File: config.mk
export PLATFORM = sky130hd
export DESIGN_NAME = aes_deser_buf
export DESIGN_NICKNAME = d
export VERILOG_FILES = /design/src/rtl/aes_pkg.sv /design/src/rtl/aes_deser_lane_wr.sv /design/src/rtl/aes_deser_buf.sv
export SDC_FILE = /design/constraint.sdc
export NUM_CORES = 1
export LEC_CHECK = 0
export BUFFER_PORTS_ARGS = -buffer_cell sky130_fd_sc_hd__buf_2
export CORE_MARGIN = 5
export CORE_UTILIZATION = 51
export CTS_BUF_LIST = sky130_fd_sc_hd__clkbuf_16
export CTS_CLUSTER_SIZE = 28
export DETAILED_ROUTE_END_ITERATION = 16
export GPL_TIMING_DRIVEN = 0
export PLACE_DENSITY = 0.76
export SLEW_MARGIN = 15
export SYNTH_ARGS = -nofsm -noshare
export SYNTH_HDL_FRONTEND = slang
export SYNTH_SLANG_ARGS = --single-unit
File: constraint.sdc
create_clock -name clk -period 2.1 [get_ports clk]
set_clock_uncertainty 0.2 [all_clocks]
set_input_delay 0.315 -clock clk [delete_from_list [all_inputs] [get_ports clk]]
set_output_delay 0.315 -clock clk [all_outputs]
set_load 0.1 [all_outputs]
File: src/rtl/aes_pkg.sv
// Shared AES datapath constants and the lane-order/mode types used by the
// byte deserialiser.
package aes_pkg;

    localparam int AES_BYTE_W      = 8;
    localparam int AES_NB          = 4;
    localparam int AES_STATE_BYTES = 16;

    typedef enum logic {
        LANE_LSB_FIRST = 1'b0,
        LANE_MSB_FIRST = 1'b1
    } lane_order_e;

    // GATHER: words are accepted. STALL: a complete vector waits behind a held output.
    typedef enum logic {
        MODE_GATHER = 1'b0,
        MODE_STALL  = 1'b1
    } deser_mode_e;

    // Arrival slot that fills physical lane k.
    function automatic int lane_slot(input int k, input int n, input lane_order_e ord);
        return (ord == LANE_MSB_FIRST) ? (n - 1 - k) : k;
    endfunction

endpackage

File: src/rtl/aes_deser_lane_wr.sv
// Gather-stage lane storage: decodes the per-lane write enable from the arrival
// index and lane order, and presents both the stored lanes and the lanes with
// the current write merged in.
module aes_deser_lane_wr
    import aes_pkg::*;
#(
    parameter int          W     = 8,
    parameter int          N     = 4,
    parameter lane_order_e ORDER = LANE_LSB_FIRST,
    localparam int         IW    = $clog2(N)
) (
    input  logic           clk_i,
    input  logic           rst_i,
    input  logic           clr_i,
    input  logic           wr_en_i,
    input  logic [IW-1:0]  idx_i,
    input  logic [W-1:0]   data_i,
    output logic [N*W-1:0] lanes_o,
    output logic [N*W-1:0] merged_o
);

    logic [N*W-1:0] lanes_q;
    logic [N*W-1:0] lanes_d;
    logic [N-1:0]   lane_we;

    always_comb begin
        lane_we = '0;
        for (int k = 0; k < N; k++) begin
            lane_we[k] = wr_en_i && (idx_i == IW'(lane_slot(k, N, ORDER)));
        end
    end

    // merged_o lets a completing word reach the output stage on its own accept edge.
    always_comb begin
        merged_o = lanes_q;
        for (int k = 0; k < N; k++) begin
            if (lane_we[k]) begin
                merged_o[k*W +: W] = data_i;
            end
        end
    end

    always_comb begin
        lanes_d = clr_i ? '0 : merged_o;
    end

    always_ff @(posedge clk_i or posedge rst_i) begin
        if (rst_i) begin
            lanes_q <= '0;
        end else begin
            lanes_q <= lanes_d;
        end
    end

    assign lanes_o = lanes_q;

endmodule

File: src/rtl/aes_deser_buf.sv
// Serial-to-parallel gatherer: N words of W bits become one N*W-bit vector,
// with valid/ready on both sides, a second holding stage and synchronous flush.
module aes_deser_buf
    import aes_pkg::*;
#(
    parameter int          W     = 8,
    parameter int          N     = 4,
    parameter lane_order_e ORDER = LANE_LSB_FIRST,
    localparam int         CW    = $clog2(N + 1)
) (
    input  logic           clk,
    input  logic           reset,
    input  logic           flush,
    input  logic           in_valid,
    output logic           in_ready,
    input  logic [W-1:0]   in_data,
    output logic           out_valid,
    input  logic           out_ready,
    output logic [N*W-1:0] out_data,
    output logic [CW-1:0]  fill_level
);

    localparam int            IW       = $clog2(N);
    localparam logic [IW-1:0] LAST_IDX = IW'(N - 1);

    deser_mode_e    mode_q, mode_d;
    logic [IW-1:0]  cnt_q, cnt_d;
    logic           out_valid_q, out_valid_d;
    logic [N*W-1:0] out_data_q, out_data_d;
    logic [N*W-1:0] gather_lanes;
    logic [N*W-1:0] gather_merged;
    logic           accept;
    logic           last_word;
    logic           out_hs;
    logic           out_free;

    // Handshake: a transfer happens on any rising edge where valid && ready.
    // ready never depends on valid on either side.
    assign in_ready  = (mode_q == MODE_GATHER) && !flush;
    assign accept    = in_valid && in_ready;
    assign last_word = accept && (cnt_q == LAST_IDX);
    assign out_hs    = out_valid_q && out_ready;
    assign out_free  = !out_valid_q || out_ready;

    always_comb begin
        cnt_d       = cnt_q;
        mode_d      = mode_q;
        out_valid_d = out_valid_q;
        out_data_d  = out_data_q;

        if (flush) begin
            cnt_d  = '0;
            mode_d = MODE_GATHER;
        end else if (accept) begin
            cnt_d = last_word ? '0 : cnt_q + 1'b1;
        end

        // A flushed STALL vector is discarded, so only an unflushed one may move out.
        if (last_word && out_free) begin
            out_data_d  = gather_merged;
            out_valid_d = 1'b1;
        end else if (last_word) begin
            mode_d = MODE_STALL;
        end else if ((mode_q == MODE_STALL) && !flush && out_hs) begin
            out_data_d = gather_lanes;
            mode_d     = MODE_GATHER;
        end else if (out_hs) begin
            out_valid_d = 1'b0;
        end
    end

    always_ff @(posedge clk or posedge reset) begin
        if (reset) begin
            mode_q      <= MODE_GATHER;
            cnt_q       <= '0;
            out_valid_q <= 1'b0;
            out_data_q  <= '0;
        end else begin
            mode_q      <= mode_d;
            cnt_q       <= cnt_d;
            out_valid_q <= out_valid_d;
            out_data_q  <= out_data_d;
        end
    end

    aes_deser_lane_wr #(
        .W     (W),
        .N     (N),
        .ORDER (ORDER)
    ) u_lane_wr (
        .clk_i    (clk),
        .rst_i    (reset),
        .clr_i    (flush),
        .wr_en_i  (accept),
        .idx_i    (cnt_q),
        .data_i   (in_data),
        .lanes_o  (gather_lanes),
        .merged_o (gather_merged)
    );

    assign out_valid  = out_valid_q;
    assign out_data   = out_data_q;
    assign fill_level = (mode_q == MODE_STALL) ? CW'(N) : CW'(cnt_q);

endmodule

* Word-level counts from Yosys, hierarchy flattened
Index checks and enable logic that the tools add are counted.
** Operators by class
- Reductions and logical operators :: 19
- Equality and inequality tests :: 5
- Bitwise logic cells :: 1
- Add/sub/neg operators :: 1
- Muxes and demuxes :: 20
** Operators by type and width (count)
- 32-bit 2-to-1 mux :: 4
- 8-bit 2-to-1 mux :: 4
- 1-bit logical AND :: 10
- 1-bit 2-to-1 mux :: 8
- 2-bit 2-to-1 mux :: 3
- 2-bit nonzero test :: 3
- 2-bit equality test, second input constant :: 2
- 3-bit 2-to-1 mux :: 1
- 3-bit AND reduction :: 1
- 2-bit by 1-bit adder with 2-bit output, second input constant :: 1
- 2-bit by 1-bit equality test with 1-bit output, second input constant :: 1
- 1-bit zero test :: 2
- 2-bit zero test :: 1
- 2-bit by 1-bit inequality test with 1-bit output, second input constant :: 1
- 2-bit inequality test, second input constant :: 1
- 2-bit AND reduction :: 1
- 1-bit logical OR :: 1
- 1-bit inverter :: 1
** Word-level totals
- Register bits :: 68
- Output and inout port bits :: 37
- Logic and storage cells :: 51
- Bits of input ports :: 13

* Depth between registers and ports, before layout
Gate-level depths: netlist (run 1).
- Depth in word-level cells :: 7
- Depth in mapped cells :: 7

* By module
A second synthesis (run 1) with hierarchy kept.
** Unflattened totals
- Cells, all modules :: 356
- Area, all modules :: 4025.1 um2
** By module, submodules not included
- aes_deser_buf :: times used 1, cells each 205, area an instance 2209.6 um2
- aes_deser_lane_wr :: times used 1, cells each 151, area an instance 1815.5 um2

* Least setup slack after synthesis (run 1)
OpenSTA, ideal clock, no wires.
- Path type :: input port to output port
- Start :: in flush
- End :: out in_ready
- Stages on the path :: 3
- Arrival :: 1945 ps
- Slack :: -360 ps
- Path buffers :: 2
- Cells stage by stage :: buf_2 > buf_1 > nor2_1
** Between the ends
- Word-level cells in the longest chain between the ends :: 2
** RTL lines
- start, declared :: line aes_deser_buf.sv:13 : input logic flush,
- 1-bit zero test :: line aes_deser_buf.sv:39 : assign in_ready = (mode_q == MODE_GATHER) && !flush;
- 1-bit logical AND :: line aes_deser_buf.sv:39
- end, declared :: line aes_deser_buf.sv:15 : output logic in_ready,
No other way between the ends.

* Final worst setup path (run 1)
- Start :: reg cnt_q[1]
- End :: reg u_lane_wr.lanes_q[8], in the netlist u_lane_wr.lanes_o[8]
** Between the ends
- Word-level cells in the longest chain between the ends :: 4
** RTL lines
- start, declared :: line aes_deser_buf.sv:27 : logic [IW-1:0] cnt_q, cnt_d;
- start signal, assigned :: line aes_deser_buf.sv:80 : cnt_q <= cnt_d;
- 2-bit by 1-bit equality test with 1-bit output :: line aes_deser_lane_wr.sv:29 : lane_we[k] = wr_en_i && (idx_i == IW'(lane_slot(k, N, ORDER)));
- 1-bit logical AND :: line aes_deser_lane_wr.sv:29
- 8-bit 2-to-1 mux :: line aes_deser_lane_wr.sv:37 : if (lane_we[k]) begin
- 32-bit 2-to-1 mux :: line aes_deser_lane_wr.sv:44 : lanes_d = clr_i ? '0 : merged_o;
- net u_lane_wr.lanes_d[8] :: line aes_deser_lane_wr.sv:23 : logic [N*W-1:0] lanes_d;
- end signal, assigned :: line aes_deser_lane_wr.sv:51 : lanes_q <= lanes_d;
- end, declared :: line aes_deser_lane_wr.sv:22 : logic [N*W-1:0] lanes_q;
The timed path passes the listed nets, and every way through them passes these cells.
A chain may end at the register's enable or synchronous reset.

==> flow_summary.toml, run 1 <==
[clocking]
htreeDepth = 3
cts_sinks = 68
cts_max_path_buffers = 2
cts_buffers = 9
cts_root_buf = "clkbuf_16"
cts_tree = "built"
clk_latency_ns = 0.32
cts.reportedPaths.clkPinSlew_ns = 0.06

[synth]
yosys.cell_count.top_type = "dfrtp_1"
async_flop_share_pct = 100
synth_top_area_share_pct = 53.3
synth_commonest_cells = "68 x dfrtp_1, 31 x mux2i_1, 31 x nor2_1, 27 x a221o_1, 22 x and4_1"
synth_area_leaders = "dfrtp_1 53%, mux2i_1 9.7%, a221o_1 8.5%"
avgSynthCellArea_um2 = 11.9
yosysTopAreaCell = "dfrtp_1"
yosysUniqueCellTypes = 30
synth-main-ff-cell = "dfrtp_1"
synth_seq_cells = 68
ys_seq_area_share_pct = 53.3
synth_fp_nets = 285
syn-instance-count = 268
syn_area_um2 = 3190
synth_warnings = 0
synth-edff-count = 0

[detailed_routing]
drt-total-wl_um = 7830
drt_iter0_drc = 119
final_antenna_net_count = 0
wl_per_cell_um = 19.1
drc_errors = 0
vias = 2432
via_per_inst = 5.93
drtPass1Iterations = 4

[grt]
grt_pass1_wl_um = 12800
grt_use_total_pct = 21.8
globalRouteMet1Util_pct = 28.8
grt_overflow_total = 0
grt_max_degree = 29
busiest_layer = "met2"
antenna_found_initial = 0
grt_pass1_vias = 2476
grt_use_met3_pct = 3.87
met2_usage_pct = 35.6

[die]
initial_core_util_pct = 53.3
die_h_um = 89.1
ioPinCount = 50
core_area_um2 = 5990
rows = 28
die_w_um = 89.1
die-area_um2 = 7940

[setup_path]
arrival_ns = 2.05
r2r_setup_slack_ns = 0.05
crit_path_end_kind = "flop"
critical_path.startpoint_type = "flop"
critPathMaxFanout = 10
crit_required_ns = 2.09
path_class = "reg -> reg"

[job]
drv_cap = 0

[status]
status = "completed"

[power]
power_mw = 3.88
irDropWorstVdd_v = 0.000655
p_leak_nw = 1.95
power_density_nw_per_um2 = 987

[place]
place_ws_ns = -0.141
gp_congestion = 0.750
placed_cell_area_um2 = 3570
port_buffers = 48
dp_hpwl_um = 5220
dp_cells = 393

[finish]
finalInstanceArea_um2 = 3940
final_nets = 347
fin_util_pct = 65.7
fill_cells = 473
stdcell_count = 410
area_growth_pct = 23.4
n_antenna_cell = 0
drive_gt1_share_pct = 28.7

[sta]
drv_slew = 0
worst_pin_slew_ns = 0.546
hold_viol = 0
fin_crit_ns = 2.05
period_share_pct = 97.7
rsz0062_at_grt = "true"
slew_headroom_pct = 63.6
setup_viol = 0
fmax_mhz = 487
worst_slack_ns = 0.0486

[min_path]
min-delay-path-class = "in -> reg"
## routing by layer
metal,vias to the layer above,part of all wire (%),routed length (um)
met5,-,0,0
met4,0,1.6,128
met3,11,4.6,357
met2,61,50,3930
met1,1231,44,3420
li1,1129,-,-
## kinds of logic after synthesis
family	after synthesis	share of synthesized area [%]
AND/OR/NAND/NOR	93	17.1
AO/OA/AOI/OAI	47	13.5
multiplexers	31	9.72
flip-flops	68	53.3
adder cells (fa/ha/maj)	4	1.57
buffers and inverters	25	4.78
## metrics by stage
step / hold slack, ns / setup TNS, ns
finish: 0.0472 / 0
CTS: 0.0329 / 0
global placement: 0.285 / -0.578
global route: 0.0628 / -0.389
floorplan: 0.202 / -0.417
detailed placement: 0.115 / -0.951
## sequential cells by signal, indices dropped and copies added, names as in the netlist
name	cells
cnt_q	2
mode_q	1
out_data	32
out_valid	1
u_lane_wr.lanes_o	32
## worst max-delay path, cell delays in order (launching register included)
cell	delay, ns
dfrtp_1	0.43
inv_1	0.16
ha_2	0.33
and4bb_2	0.25
buf_2	0.27
mux2i_1	0.22
nor2_1	0.06
## report_power, final
group          switching [mW]  internal (mW)
Sequential             0.0497           1.40
Combinational           0.716          0.170
Clock                   0.529           1.02
## path summary, 6_finish.rpt
kind	from	to	depth (start not counted)
min in group asynchronous	reset	out_data[13]	3
max	cnt_q[1]	u_lane_wr.lanes_o[8]	6
max in group asynchronous	reset	out_valid	4
max reg2reg	cnt_q[1]	u_lane_wr.lanes_o[8]	6
min	out_ready	mode_q	2
min reg2reg	out_data[5]	out_data[5]	1
## repair_timing
item                       CTS  global route
hold buffers                 1             0
setup endpoints to repair    8            25
setup buffers                0             0
hold endpoints to repair    13             0
resized for setup            3             6
## layout make-up
class / count / area (um2) / share of cell area, %
Timing Repair Buffer: 51 / 290 / 7.37
Buffer: 21 / 141 / 3.59
Tap cell: 75 / 93.8 / 2.38
Clock buffer: 9 / 225 / 5.72
Inverter: 4 / 18.8 / 0.477
Sequential cell: 68 / 1700 / 43.2
Multi-Input combinational cell: 175 / 1380 / 35.1
Clock inverter: 7 / 82.6 / 2.10
## cell usage in the layout, fill, tap and decap left out, drive strengths merged, types with 3 or more instances in the layout
cell	instances
dfrtp	68
buf	68
nand3	5
a21oi	11
o21ai	6
nand2	19
and4	22
mux2i	31
ha	4
nor2	31
o31ai	3
inv	4
clkinv	4
clkbuf	12
a221o	27
Power figures use the tool's default switching activity.
==> run 2, diff against run 1 <==
Settings changed: RECOVER_POWER from default to 25.
==> run 2 against run 1 <==
Count of clock-buffer cells in the layout did not move. Hold slack got worse by 0.0016 ns. Flip-flop and latch count did not move. Via count rose by 0.29%. Routed wire length barely moved. Core utilization fell by 0.29 points. Sequential power barely moved. Cell count did not move. Largest cell class unchanged. Die area did not move. Power barely moved. Highest routed layer unchanged.
==> flow_summary.toml, run 2 (synthesis gave the netlist of run 1 again) <==
[status]
status = "completed"

[setup_path]
crit_required_ns = 2.09
arrival_ns = 2.04
critical_path.startpoint_type = "flop"
slowest_delay_ns = 0.43
crit_family = "buffers and inverters"
r2r_setup_slack_ns = 0.06
critPathMaxFanout = 10
cp.buffers_inverters = 2
crit_path_end_kind = "flop"
critical_path.slowest_cell = "dfrtp_1"
path_cells = "inv_1, ha_2, and4bb_2, buf_2, mux2i_1, nor2_1"
path_class = "reg -> reg"

[clocking]
cts_root_buf = "clkbuf_16"
htreeDepth = 3
cts_buffers = 9
cts_max_path_buffers = 2
cts.reportedPaths.clkPinSlew_ns = 0.05
cts_setup_buffers = 0
clk_latency_ns = 0.32
cts_sinks = 68
cts_tree = "built"

[power]
irDropWorstVdd_v = 0.000656
power_density_nw_per_um2 = 990
p_leak_nw = 1.95
pwr-share-comb_pct = 22.7
clock_power_share_pct = 40.0
switching_share_pct = 33.4
seqPwrFrac_pct = 37.2
p_switching_mw = 1.30
intPower_mw = 2.59

[finish]
final_common_cell = "dfrtp_1"
final_nets = 347
drive_gt1_share_pct = 28.7
final_cell_mix = "67 x dfrtp_1, 56 x buf_2, 31 x mux2i_1"
area_growth_pct = 22.8
n_antenna_cell = 0
fill_cells = 473
stdcell_count = 410

[grt]
grt_pass1_wl_um = 12800
grt_pass1_vias = 2476
grt_max_degree = 29
grt_overflow_total = 0
antenna_found_initial = 0
grt_use_total_pct = 21.8

[sta]
hold_viol = 0
fin_crit_ns = 2.04
setup_viol = 0
period_share_pct = 97.2
worst_pin_slew_ns = 0.647
rsz0062_at_grt = "true"
slew_headroom_pct = 56.6
drv_slew = 0
hold_ws_ns = 0.0456
fmax_mhz = 490

[die]
rows = 28
die-area_um2 = 7940
die_h_um = 89.1
ioPinCount = 50
die_w_um = 89.1
initial_core_util_pct = 53.3
core_area_um2 = 5990

[detailed_routing]
vias = 2439
drt_iter0_drc = 97
wl_per_cell_um = 19.1
final_antenna_net_count = 0
via_per_inst = 5.95
drc_errors = 0
drtPass1Iterations = 4
drt-total-wl_um = 7840

[job]
drv_cap = 0

[min_path]
min-delay-path-class = "in -> reg"

[place]
dp_cells = 393
gp_congestion = 0.750
port_buffers = 48
dp_hpwl_um = 5220
[run 2: cell counts in the layout (fill, tap and decap cells not counted)]
No cell type changed its count.
[run 2: worst paths after layout]
check                            startpoint                    to  cells past startpoint
worst min register to register  out_data[5]           out_data[5]                      1
worst max-delay path               cnt_q[1]  u_lane_wr.lanes_o[9]                      6
worst max register to register     cnt_q[1]  u_lane_wr.lanes_o[9]                      6
worst min-delay path              out_ready                mode_q                      2
min in group asynchronous             reset          out_data[13]                      3
max in group asynchronous             reset                mode_q                      4
[run 2: cell type report]
cell class / count / area [um2] / area share, %
Multi-Input combinational cell: 175 / 1380 / 35.3
Timing Repair Buffer: 51 / 275 / 7.02
Inverter: 4 / 16.3 / 0.415
Sequential cell: 68 / 1700 / 43.4
Clock inverter: 7 / 82.6 / 2.11
Buffer: 21 / 141 / 3.61
Tap cell: 75 / 93.8 / 2.39
Clock buffer: 9 / 225 / 5.75
[run 2: power by group through the flow]
stage / combinational (mW) / clock, mW / sequential, mW
floorplan: 0.207 / 0 / 1.95
global placement: 0.853 / 0 / 1.46
detailed placement: 0.872 / 0 / 1.47
CTS: 0.879 / 1.58 / 1.45
global route: 0.921 / 1.64 / 1.46
finish: 0.882 / 1.55 / 1.45
[run 2: what timing repair did]
| item | CTS | global route |
|---|---|---|
| endpoints found under the hold margin | 13 | 0 |
| endpoints found under the setup margin | 8 | 25 |
| cloned | 0 | 0 |
| hold buffers | 1 | 0 |
| gates resized for setup | 3 | 6 |
[run 2: through the flow]
step           power (mW)  TNS, ns  utilization [%]  worst slack [ns]  cell area [um2]
6_report             3.88        0             65.4            0.0581             3920
2_1_floorplan        2.16   -0.417                -            -0.209             3200
4_1_cts              3.90        0             65.1           0.00506             3900
5_1_grt              4.02   -0.389             65.4           -0.0560             3920
3_3_place_gp         2.32   -0.578             59.0           -0.0760             3530
3_5_place_dp         2.34   -0.951             59.6            -0.141             3570
[run 2: metal layers]
layer	track usage, %	share of wire (%)
met1	28.8	44
met2	35.6	50
met3	3.87	5.2
met4	9.34	1.4
met5	0	0
